**config.mk**
```make
export PLATFORM = sky130hd
export DESIGN_NAME = auto_load_param_ctrl
export DESIGN_NICKNAME = d
export VERILOG_FILES = /design/src/rtl/auto_load_param_ctrl.sv
export SDC_FILE = /design/constraint.sdc
export NUM_CORES = 1
export LEC_CHECK = 0
export BUFFER_PORTS_ARGS = -buffer_cell sky130_fd_sc_hd__buf_4
export CAP_MARGIN = 25
export CORE_MARGIN = 2
export CORE_UTILIZATION = 36
export CTS_BUF_LIST = sky130_fd_sc_hd__clkbuf_8 sky130_fd_sc_hd__clkbuf_16
export DETAILED_ROUTE_END_ITERATION = 10
export PLACE_DENSITY = 0.65
export SLEW_MARGIN = 30
export SYNTH_ARGS = -nofsm -noshare
export SYNTH_HDL_FRONTEND = slang
export SYNTH_SLANG_ARGS = --single-unit
```
**constraint.sdc**
```tcl
create_clock -name CLK -period 4.52 [get_ports CLK]
set_input_delay 0.226 -clock CLK [delete_from_list [all_inputs] [get_ports CLK]]
set_output_delay 0.226 -clock CLK [all_outputs]
set_load 0.1 [all_outputs]
```
**src/rtl/auto_load_param_ctrl.sv**
```systemverilog
// Multi-bank auto-load controller: reads NBANKS parameter blocks from the PROM FIFO,
// optionally CRC-checks each with rewind/retry, then issues the PROM-to-FF load.
module auto_load_param_ctrl #(
   parameter int NWRDS     = 34,
   parameter int CRC_WRDS  = 2,
   parameter int NBANKS    = 2,
   parameter int MAX_ATMPT = 5,
   parameter int TMO_CYC   = 1023,
   parameter int BW        = (NBANKS > 1) ? $clog2(NBANKS) : 1,
   parameter int WCW       = $clog2(NWRDS + CRC_WRDS + 1)
) (
   input  logic              CLK,
   input  logic              RST,
   input  logic              CRC,
   input  logic              CRC_GOOD,
   input  logic              CRC_RDY,
   input  logic              PF_EMPTY,
   input  logic              XFER_DONE,
   input  logic              MAN_AL,
   input  logic              AUTO_XFER,
   output logic              AL_PF_RD,
   output logic              AL_RWND,
   output logic              CRC_DV,
   output logic              CLR_CRC,
   output logic              AL_PROM2FF,
   output logic [BW-1:0]     AL_BANK,
   output logic              AL_DONE,
   output logic [NBANKS-1:0] CRC_ERR,
   output logic [3:0]        AL_STATE
);

   localparam int TW = (TMO_CYC > 0) ? $clog2(TMO_CYC + 1) : 1;
   localparam int AW = $clog2(MAX_ATMPT + 1);

   localparam logic [WCW-1:0] LIM_CRC    = WCW'(NWRDS + CRC_WRDS);
   localparam logic [WCW-1:0] LIM_RAW    = WCW'(NWRDS);
   localparam logic [AW-1:0]  LAST_ATMPT = AW'(MAX_ATMPT - 1);
   localparam logic [BW-1:0]  LAST_BANK  = BW'(NBANKS - 1);
   localparam logic [TW-1:0]  TMO_LAST   = TW'(TMO_CYC);

   typedef enum logic [3:0] {
      IDLE       = 4'd0,
      READ_FIFO  = 4'd1,
      STALL      = 4'd2,
      CRC_CALC   = 4'd3,
      CHK_CRC    = 4'd4,
      NEXT_ATMPT = 4'd5,
      NEXT_BANK  = 4'd6,
      WAIT4XFER  = 4'd7,
      START_XFER = 4'd8,
      SYNC       = 4'd9
   } state_t;

   state_t          state, nextstate, bank_done_st;
   logic [WCW-1:0]  wcnt, lim;
   logic [AW-1:0]   atmpt;
   logic [BW-1:0]   bank;
   logic [TW-1:0]   tmo;
   logic            set_err, clr_err;
   logic            pf_rd_d, rwnd_d, dv_d, clr_d, p2ff_d, done_d;

   assign lim     = CRC ? LIM_CRC : LIM_RAW;
   assign AL_BANK = bank;

   always_ff @(posedge CLK or posedge RST) begin
      if (RST) state <= IDLE;
      else     state <= nextstate;
   end

   // NOTE: every signal written here gets a default first, so no path can infer a latch.
   always_comb begin
      nextstate    = state;
      set_err      = 1'b0;
      clr_err      = 1'b0;
      bank_done_st = (bank == LAST_BANK) ? WAIT4XFER : NEXT_BANK;
      case (state)
         IDLE:       if (XFER_DONE) begin
                        clr_err   = 1'b1;
                        nextstate = PF_EMPTY ? STALL : READ_FIFO;
                     end
         READ_FIFO:  if (wcnt == lim)   nextstate = CRC ? CRC_CALC : bank_done_st;
                     else if (PF_EMPTY) nextstate = STALL;
         STALL:      if (!PF_EMPTY) nextstate = READ_FIFO;
         CRC_CALC:   nextstate = CHK_CRC;
         // A ready result always beats a timeout landing in the same cycle.
         CHK_CRC:    if (CRC_RDY && CRC_GOOD) nextstate = bank_done_st;
                     else if (CRC_RDY || tmo == TMO_LAST) begin
                        if (atmpt == LAST_ATMPT) begin
                           set_err   = 1'b1;
                           nextstate = bank_done_st;
                        end else begin
                           nextstate = NEXT_ATMPT;
                        end
                     end
         NEXT_ATMPT,
         NEXT_BANK:  nextstate = PF_EMPTY ? STALL : READ_FIFO;
         WAIT4XFER:  if (MAN_AL || (AUTO_XFER && CRC_ERR == '0)) nextstate = START_XFER;
         START_XFER: nextstate = SYNC;
         SYNC:       if (!XFER_DONE) nextstate = IDLE;
         default:    nextstate = IDLE;
      endcase
   end

   // Outputs are decoded from nextstate and registered, so they line up with their state.
   always_comb begin
      pf_rd_d = 1'b0;
      rwnd_d  = 1'b0;
      dv_d    = 1'b0;
      clr_d   = 1'b0;
      p2ff_d  = 1'b0;
      done_d  = 1'b0;
      case (nextstate)
         IDLE:       clr_d = 1'b1;
         READ_FIFO:  begin pf_rd_d = 1'b1; dv_d = 1'b1; end
         CRC_CALC:   dv_d = 1'b1;
         NEXT_ATMPT: begin clr_d = 1'b1; rwnd_d = 1'b1; end
         NEXT_BANK:  clr_d = 1'b1;
         WAIT4XFER:  done_d = 1'b1;
         START_XFER: p2ff_d = 1'b1;
         default:    ;
      endcase
   end

   // NOTE: sequential state uses non-blocking assignments so all registers update together.
   always_ff @(posedge CLK or posedge RST) begin
      if (RST) begin
         AL_PF_RD   <= 1'b0;
         AL_RWND    <= 1'b0;
         CRC_DV     <= 1'b0;
         CLR_CRC    <= 1'b0;
         AL_PROM2FF <= 1'b0;
         AL_DONE    <= 1'b0;
         AL_STATE   <= 4'd0;
         CRC_ERR    <= '0;
         wcnt       <= '0;
         atmpt      <= '0;
         bank       <= '0;
         tmo        <= '0;
      end else begin
         AL_PF_RD   <= pf_rd_d;
         AL_RWND    <= rwnd_d;
         CRC_DV     <= dv_d;
         CLR_CRC    <= clr_d;
         AL_PROM2FF <= p2ff_d;
         AL_DONE    <= done_d;
         AL_STATE   <= nextstate;

         // wcnt counts reads as they are issued, so it moves with the read strobe.
         case (nextstate)
            IDLE:       begin wcnt <= '0; atmpt <= '0; bank <= '0; end
            READ_FIFO:  wcnt <= wcnt + 1'b1;
            NEXT_ATMPT: begin wcnt <= '0; atmpt <= atmpt + 1'b1; end
            NEXT_BANK:  begin wcnt <= '0; atmpt <= '0; bank <= bank + 1'b1; end
            default:    ;
         endcase

         if (state == CRC_CALC)     tmo <= '0;
         else if (state == CHK_CRC) tmo <= tmo + 1'b1;

         if (clr_err)      CRC_ERR       <= '0;
         else if (set_err) CRC_ERR[bank] <= 1'b1;
      end
   end

endmodule

```
# ---- Word level (Yosys, flattened, before mapping)
# Index checks and enable logic that the tools add are counted.
dict set report word_totals {
  mem_count 0
  ramBits 0
  word_cells 89
  reg_bits 32
  inputBits 9
  rom_bits 0
  latchBits 0
  out_inout_bits 13
}
dict set report op_classes {
  n_shift 0
  n_reduce_logical 17
  n_div 0
  n_bitwise 1
  mul 0
  order_cmp 2
  n_mux 35
  n_eq_ne 18
  addsub 4
}
# operator count
set op_table {}
lappend op_table {{one-hot mux 4 bit (9 select lines)} 1}
lappend op_table {{2-to-1 mux 4 bit} 8}
lappend op_table {{equality test 4 x 3 -> 1 bit (second input constant)} 7}
lappend op_table {{2-to-1 mux 10 bit} 2}
lappend op_table {{2-to-1 mux 1 bit} 14}
lappend op_table {{equality test 4 x 2 -> 1 bit (second input constant)} 3}
lappend op_table {{equality test 4 bit (second input constant)} 3}
lappend op_table {{one-hot mux 6 bit (2 select lines)} 1}
lappend op_table {{adder 10 x 1 -> 10 bit (second input constant)} 1}
lappend op_table {{equality test 10 bit (second input constant)} 1}
lappend op_table {{nonzero test 2 bit} 5}
lappend op_table {{equality test 4 x 1 -> 1 bit (second input constant)} 2}
lappend op_table {{logical NOT 4 bit} 2}
lappend op_table {{2-to-1 mux 2 bit} 4}
lappend op_table {{adder 6 x 1 -> 6 bit (second input constant)} 1}
lappend op_table {{equality test 6 bit} 1}
lappend op_table {{2-to-1 mux 3 bit} 2}
lappend op_table {{one-hot mux 3 bit (2 select lines)} 1}
lappend op_table {{OR reduction 2 bit} 3}
lappend op_table {{adder 3 x 1 -> 3 bit (second input constant)} 1}
lappend op_table {{equality test 3 bit (second input constant)} 1}
lappend op_table {{logical AND 1 bit} 3}
lappend op_table {{OR reduction 3 bit} 1}
lappend op_table {{logical NOT 2 bit} 1}
lappend op_table {{7 further kinds} 8}

# ---- Depth between registers and ports, before layout
# Gate-level depths: netlist of run 1.
dict set report depth {
  ltp_word 8
  ltp_mapped 12
}

# ---- Worst setup path after synthesis of run 1
# OpenSTA, ideal clock, no wires.
dict set report synth_timing {
  path_kind {flip-flop to flip-flop}
  from {register AL_STATE[3] (netlist name)}
  to {register wcnt[5]}
  stages_incl_launch_ff 12
  path_slack_ns 1.613
  arrival_time_ns 2.806
  required_time_ns 4.419
  path_buffers 3
  setup_ns 0.101
  period_less_slack_ns 2.907
  cell_sequence {dfrtp_1 buf_2 inv_1 a2111oi_0 a21oi_1 and4_1 buf_6 inv_4 and2_4 buf_6 nand2_2 o32ai_1}
}
# element line
set synth_lines {}
lappend synth_lines {{end signal, assigned} 151} ;# READ_FIFO: wcnt <= wcnt + 1'b1;
lappend synth_lines {{end, declared} 55} ;# logic [WCW-1:0] wcnt, lim;

==> results of run 1 <==
## cells in the mapped netlist, types with 2 or more instances
master	number
o211ai_1	2
a41oi_1	2
a31oi_1	3
nand3_1	8
buf_2	6
nand3b_1	3
xor2_1	6
nand4_1	5
o22ai_1	2
o311ai_0	3
nor2b_1	5
nand2_1	13
inv_1	8
ha_1	4
dfrtp_1	32
buf_6	2
nor3b_1	3
nor3_1	5
o2bb2ai_1	3
o21ai_0	7
nor2_1	20
a21oi_1	12
or3_1	3
and3_1	4
o32ai_1	2
mux2i_1	2
or2_2	2
## area by class of cell
class | instances | area share
clock buffer | 7 | 0.0452
clock inverter | 1 | 0.0141
inverter | 11 | 0.0206
multi-input combinational | 141 | 0.427
sequential | 32 | 0.376
tap | 67 | 0.0393
timing repair buffer | 22 | 0.0775
## kinds of logic (layout without fill, tap and decap cells)
group / count (synthesis) / after routing
simple gates: 81 / 81
compound gates: 47 / 47
flops: 32 / 32
buf+inv: 19 / 41
xor+xnor: 7 / 7
fa+ha+maj: 4 / 4
mux: 2 / 2
## state kept, by name, indices dropped and copies added, names as in the netlist, 2 cells and up
name      flops
atmpt         3
CRC_ERR       2
AL_STATE      4
wcnt          6
tmo          10
## final timing paths
path                              end  slack (ps)  depth (start not counted)
setup reg to reg              wcnt[5]        1820                          8
setup / recovery              wcnt[5]        1820                          8
hold / removal               atmpt[2]          30                          3
min in group CLK           CRC_ERR[0]         140                          2
hold reg to reg               wcnt[5]         510                          1
max in group asynchronous      tmo[7]        4170                          3
## cell usage in the layout (no fill, tap or decap), types with 2 or more instances in the layout
cell       Yosys  layout
dfrtp_1       32      32
o32ai_1        2       2
clkbuf_8       0       7
nor3b_1        3       3
o311ai_0       3       3
nor2_1        20      20
nand3b_1       3       3
nand4_1        5       5
or2_2          2       2
o2bb2ai_1      3       3
nor3_1         5       4
nand3_1        8       8
xor2_1         6       6
ha_1           4       4
inv_1          8       8
o21ai_0        7       7
nor2b_1        5       5
nand2_1       13      13
buf_4          0      22
a31oi_1        3       3
o211ai_1       2       2
a41oi_1        2       2
mux2i_1        2       2
or3_1          3       3
a21oi_1       12      12
o22ai_1        2       2
and3_1         4       4
## worst max-delay path, delay by kind of cell, from the launching register on
family	cells	cell delay, ps
flops	1	520
compound gates	3	410
buf+inv	1	220
simple gates	4	1410
## per-layer routing
layer  vias to the layer above  GRT usage  routed length, um
met2                        41      0.270               2010
met5                         -          0                  0
met1                       744      0.219               1950
li1                        741          -                  -
met3                         3     0.0455                185
met4                         0     0.0536                 25
## power breakdown
part	leakage (nW)	internal (mW)	switching (mW)
sequential	0.436	0.337	0.0828
clock	0.0645	0.195	0.109
combinational	0.431	0.178	0.488
total	0.931	0.710	0.679
==> impl_metrics.json, run 1 <==
{
  "grt-ovfl-total": 0,
  "yosysTopAreaCell": "dfrtp_1",
  "ant_nets": 0,
  "initial_core_util": 0.377,
  "tritoncts": "done",
  "crit_path_frequent_cell": "and3_1",
  "fin_nets": 226,
  "critical_path.max_stage_delay_ps": 650,
  "hpwl_um": 2940,
  "ys_warn_count": 0,
  "grt_pass1_wl_um": 7040,
  "synth_compound_area_frac": 0.180,
  "cts_root_buf": "clkbuf_8",
  "die_h_um": 74.8,
  "rsz0062_at_grt": "false",
  "cts_resized": 0,
  "finalCritPeriodShare": 0.597,
  "pre_cts_ws_ps": 1880,
  "syn_nets": 205,
  "async_reset_ff_frac": 1.00,
  "place_area_mm2": 0.00200,
  "fp-row-count": 25,
  "synth_xor_area_frac": 0.0340,
  "vias": 1529,
  "peakVddDrop_uv": 350,
  "critPathArrivalTime_ps": 2850,
  "startpoint_type": "flop",
  "avgRoutedWirePerCell_um": 14.8,
  "antenna_cells": 0,
  "cts_setup_buffers": 0,
  "status": "complete, no violations",
  "synth-main-ff-cell": "dfrtp_1",
  "fin_ws_ps": 1820,
  "worstSetupPathType": "reg -> reg",
  "synth_top_area_share": 0.444,
  "io_pins": 22,
  "skew_ps": 13.8,
  "final_hold_viol_count": 0,
  "n_fill_cell": 467,
  "core_area_mm2": 0.00479,
  "worstHoldPathType": "in -> async",
  "antenna_found_initial": 0,
  "maxSlewViolCount": 0,
  "grt_max_degree": 33,
  "multi_input_area_um2": 911,
  "slowest_stage": "nor4b_4",
  "seq_area_um2": 801,
  "crit_chain": "nor4b_4 > and3_1 > a21boi_1 > and3_1 > inv_2 > nand3_1 > o311ai_0 > o32ai_1",
  "drive_gt1_frac": 0.192,
  "dr.pass1.iters": 4,
  "via_per_inst": 5.44,
  "synth_adder_area_share": 0.0278,
  "cts_hold_buf": 0,
  "critical_path_required_ps": 4670,
  "synth_area_per_cell_um2": 9.39,
  "cts.sinks": 32,
  "synthCells": 192,
  "drtIter0Drc": 90,
  "grt_pass1_vias": 1496,
  "wl_um": 4170,
  "tns_ps": 0,
  "synth_edf_count": 0,
  "p_per_area_mw_per_mm2": 652,
  "synthTopCellsByArea": "dfrtp_1 44%, nor2_1 4.2%, a21oi_1 3.3%",
  "numCtsBuffers": 5,
  "tightest_slew_ps": 691,
  "place_inst": 273,
  "maxSlewHeadroom": 0.527,
  "clkSlewWorstSetupHoldPaths_ps": 80,
  "muxShareOfSynthArea": 0.0111,
  "die_x_um": 74.8,
  "p_leak_nw": 0.931,
  "fmax_mhz": 371,
  "synth-seq-area-share": 0.444,
  "startpoint": "AL_STATE[1]",
  "place_congestion": 0.846,
  "area_growth_pct": 18.2,
  "synth_cell_types": 52,
  "hold_ws_ps": 33.3,
  "end_kind": "flop",
  "worstSkewPairLatency_ps": 290,
  "netlist_area_mm2": 0.00180,
  "cp_max_fo": 13,
  "drc": 0,
  "portBuffers": 21,
  "gr-usage-all-layers": 0.167,
  "maxCapViolCount": 0,
  "rr_startpoint": "AL_STATE[1]",
  "min_period_ps": 2700,
  "die-area_mm2": 0.00559,
  "final_core_util": 0.445,
  "htree_levels": 2,
  "cts_buffer_depth": 2,
  "synth_top_family_by_area": "simple AND/OR/NAND/NOR gates",
  "setup_viol": 0,
  "yosys.area_share.simple": 0.250,
  "final_cells": 281,
  "p_total_mw": 1.39,
  "synth-seq-cells": 32,
  "final_cell_area_mm2": 0.00213
}
Power figures use the tool's default switching activity.
==> inputs of run 2 (changes only) <==
==> constraint.sdc (replaced) <==
create_clock -name CLK -period 2.65 [get_ports CLK]
set_input_delay 0.1325 -clock CLK [delete_from_list [all_inputs] [get_ports CLK]]
set_output_delay 0.1325 -clock CLK [all_outputs]
set_load 0.1 [all_outputs]
==> run 2 against run 1 <==
Against the previous run: the run now ends with hold timing left; critical path depth unchanged; register-to-register slack got worse by 1600 ps; fmax increased by 9.2%; sequential cell count unchanged; setup slack got worse by 1600 ps; global-route usage decreased by 0.64 points; combinational power increased by 79%; sequential share of layout area decreased by 0.40 points; worst hold slack got worse by 70 ps; sequential power increased by 71%; die area unchanged; largest power group unchanged; highest routed layer unchanged.
==> impl_metrics.json, run 2 (synthesized netlist as in run 1, its figures left out) <==
{
  "status": "finished, violations left",
  "violations": "hold timing",
  "hpwl_um": 2990,
  "core_area_mm2": 0.00479,
  "worstSkewPairLatency_ps": 290,
  "top_regs": "tmo: 10 flops, wcnt: 6 flops, AL_STATE: 4 flops",
  "vias": 1537,
  "crit_path_frequent_cell": "o21ai_0",
  "avgRoutedWirePerCell_um": 14.0,
  "p_per_area_mw_per_mm2": 1090,
  "clkSlewWorstSetupHoldPaths_ps": 70,
  "n_fill_cell": 478,
  "drive_gt1_frac": 0.232,
  "critPathArrivalTime_ps": 2640,
  "critical_path.max_stage_delay_ps": 560,
  "drtIter0Drc": 104,
  "fp-row-count": 25,
  "tritoncts": "done",
  "antenna_cells": 0,
  "dr.pass1.iters": 4,
  "peakVddDrop_uv": 706,
  "rsz0062_at_grt": "false",
  "cts_setup_buffers": 0,
  "grt-ovfl-total": 0,
  "tightest_slew_ps": 721,
  "worstHoldPathType": "in -> async",
  "p_leak_nw": 0.949,
  "gr-usage-all-layers": 0.161,
  "rr_startpoint": "wcnt[3]",
  "finalCritPeriodShare": 0.933,
  "final_hold_viol_count": 18,
  "io_pins": 22,
  "hold_ws_ps": -36.8,
  "largest-register": "tmo",
  "maxCapViolCount": 0,
  "critPathBufInv": 1,
  "ant_nets": 0,
  "multi_input_area_um2": 916,
  "grt_pass1_wl_um": 6640,
  "seq_area_um2": 806,
  "numCtsBuffers": 5,
  "end_kind": "flop",
  "htree_levels": 2,
  "grt_max_degree": 20,
  "fmax_mhz": 405,
  "setup_viol": 0,
  "worstSetupPathType": "reg -> reg",
  "crit_chain": "or4b_4 > or3_1 > o211ai_1 > and4_1 > inv_4 > o21ai_0 > o21ai_0 > o2bb2ai_1",
  "ff2ff_path_depth": 8,
  "layout_common_cells": "28 x dfrtp_1, 28 x buf_4, 20 x nor2_1",
  "skew_ps": 4.29,
  "largest_register_ffs": 10,
  "portBuffers": 21,
  "die-area_mm2": 0.00559,
  "drc": 0,
  "startpoint_type": "flop",
  "die_h_um": 74.8,
  "critPathTopFamily": "simple AND/OR/NAND/NOR gates",
  "area_growth_pct": 20.2,
  "grt_pass1_vias": 1384,
  "wl_um": 4030,
  "via_per_inst": 5.36,
  "fin_nets": 232,
  "maxSlewViolCount": 0,
  "p_total_mw": 2.35,
  "initial_core_util": 0.377,
  "die_x_um": 74.8,
  "cts_root_buf": "clkbuf_8",
  "worst_r2r_endpoint": "wcnt[1]",
  "critical_path_required_ps": 2820,
  "tns_ps": 0,
  "reg2reg_slack_ps": 180,
  "cts_buffer_depth": 2,
  "place_congestion": 0.872,
  "antenna_found_initial": 0,
  "maxSlewHeadroom": 0.519,
  "cp_max_fo": 9,
  "min_period_ps": 2470,
  "slowest_stage": "or4b_4",
  "cts.sinks": 32
}
## run 2: timing repair
item / 4_1_cts / 5_1_grt
hold endpoints to repair: 0 / 0
gates resized for setup: 0 / 2
endpoints found under the setup margin: 0 / 4
hold buffers: 0 / 0
## run 2: layout make-up
class | count | share of cell area
clock inverters | 3 | 0.0179
inverters | 11 | 0.0202
repair buffers | 28 | 0.0970
clock buffers | 5 | 0.0318
flip-flops and latches | 32 | 0.372
multi-input cells | 141 | 0.423
well taps | 67 | 0.0387
## run 2: power breakdown
part | switching [mW] | internal (mW)
clock network | 0.177 | 0.275
registers | 0.136 | 0.581
logic | 0.836 | 0.350
total | 1.15 | 1.21
## run 2: how the worst max path moves through the flow
stage / start / to / slack [ps] / cells past startpoint
after CTS: wcnt[3] / wcnt[5] / 140 / 9
final: wcnt[3] / wcnt[1] / 180 / 8
after detailed placement: wcnt[3] / wcnt[5] / 150 / 9
after global placement: wcnt[3] / wcnt[4] / 220 / 9
after global routing: wcnt[3] / wcnt[4] / 10 / 7
after floorplan: AL_STATE[3] / wcnt[5] / 30 / 11
## run 2: per-stage QoR
step | instances | util | cell area (um^2) | hold slack [ps] | setup WS [ps]
after CTS | 287 | 0.451 | 2160 | 1.20 | 135
after floorplan | 192 | - | 1810 | 229 | 31.1
after global placement | 279 | 0.428 | 2050 | 297 | 218
after global routing | 287 | 0.453 | 2170 | 46.5 | 14.3
final | 287 | 0.453 | 2170 | -36.8 | 179
after detailed placement | 279 | 0.428 | 2050 | 317 | 154
## run 2: metal layers
metal,track usage,share of wire
met5,0,0
met4,0.0794,0.017
met3,0.0375,0.035
met2,0.232,0.46
met1,0.226,0.48
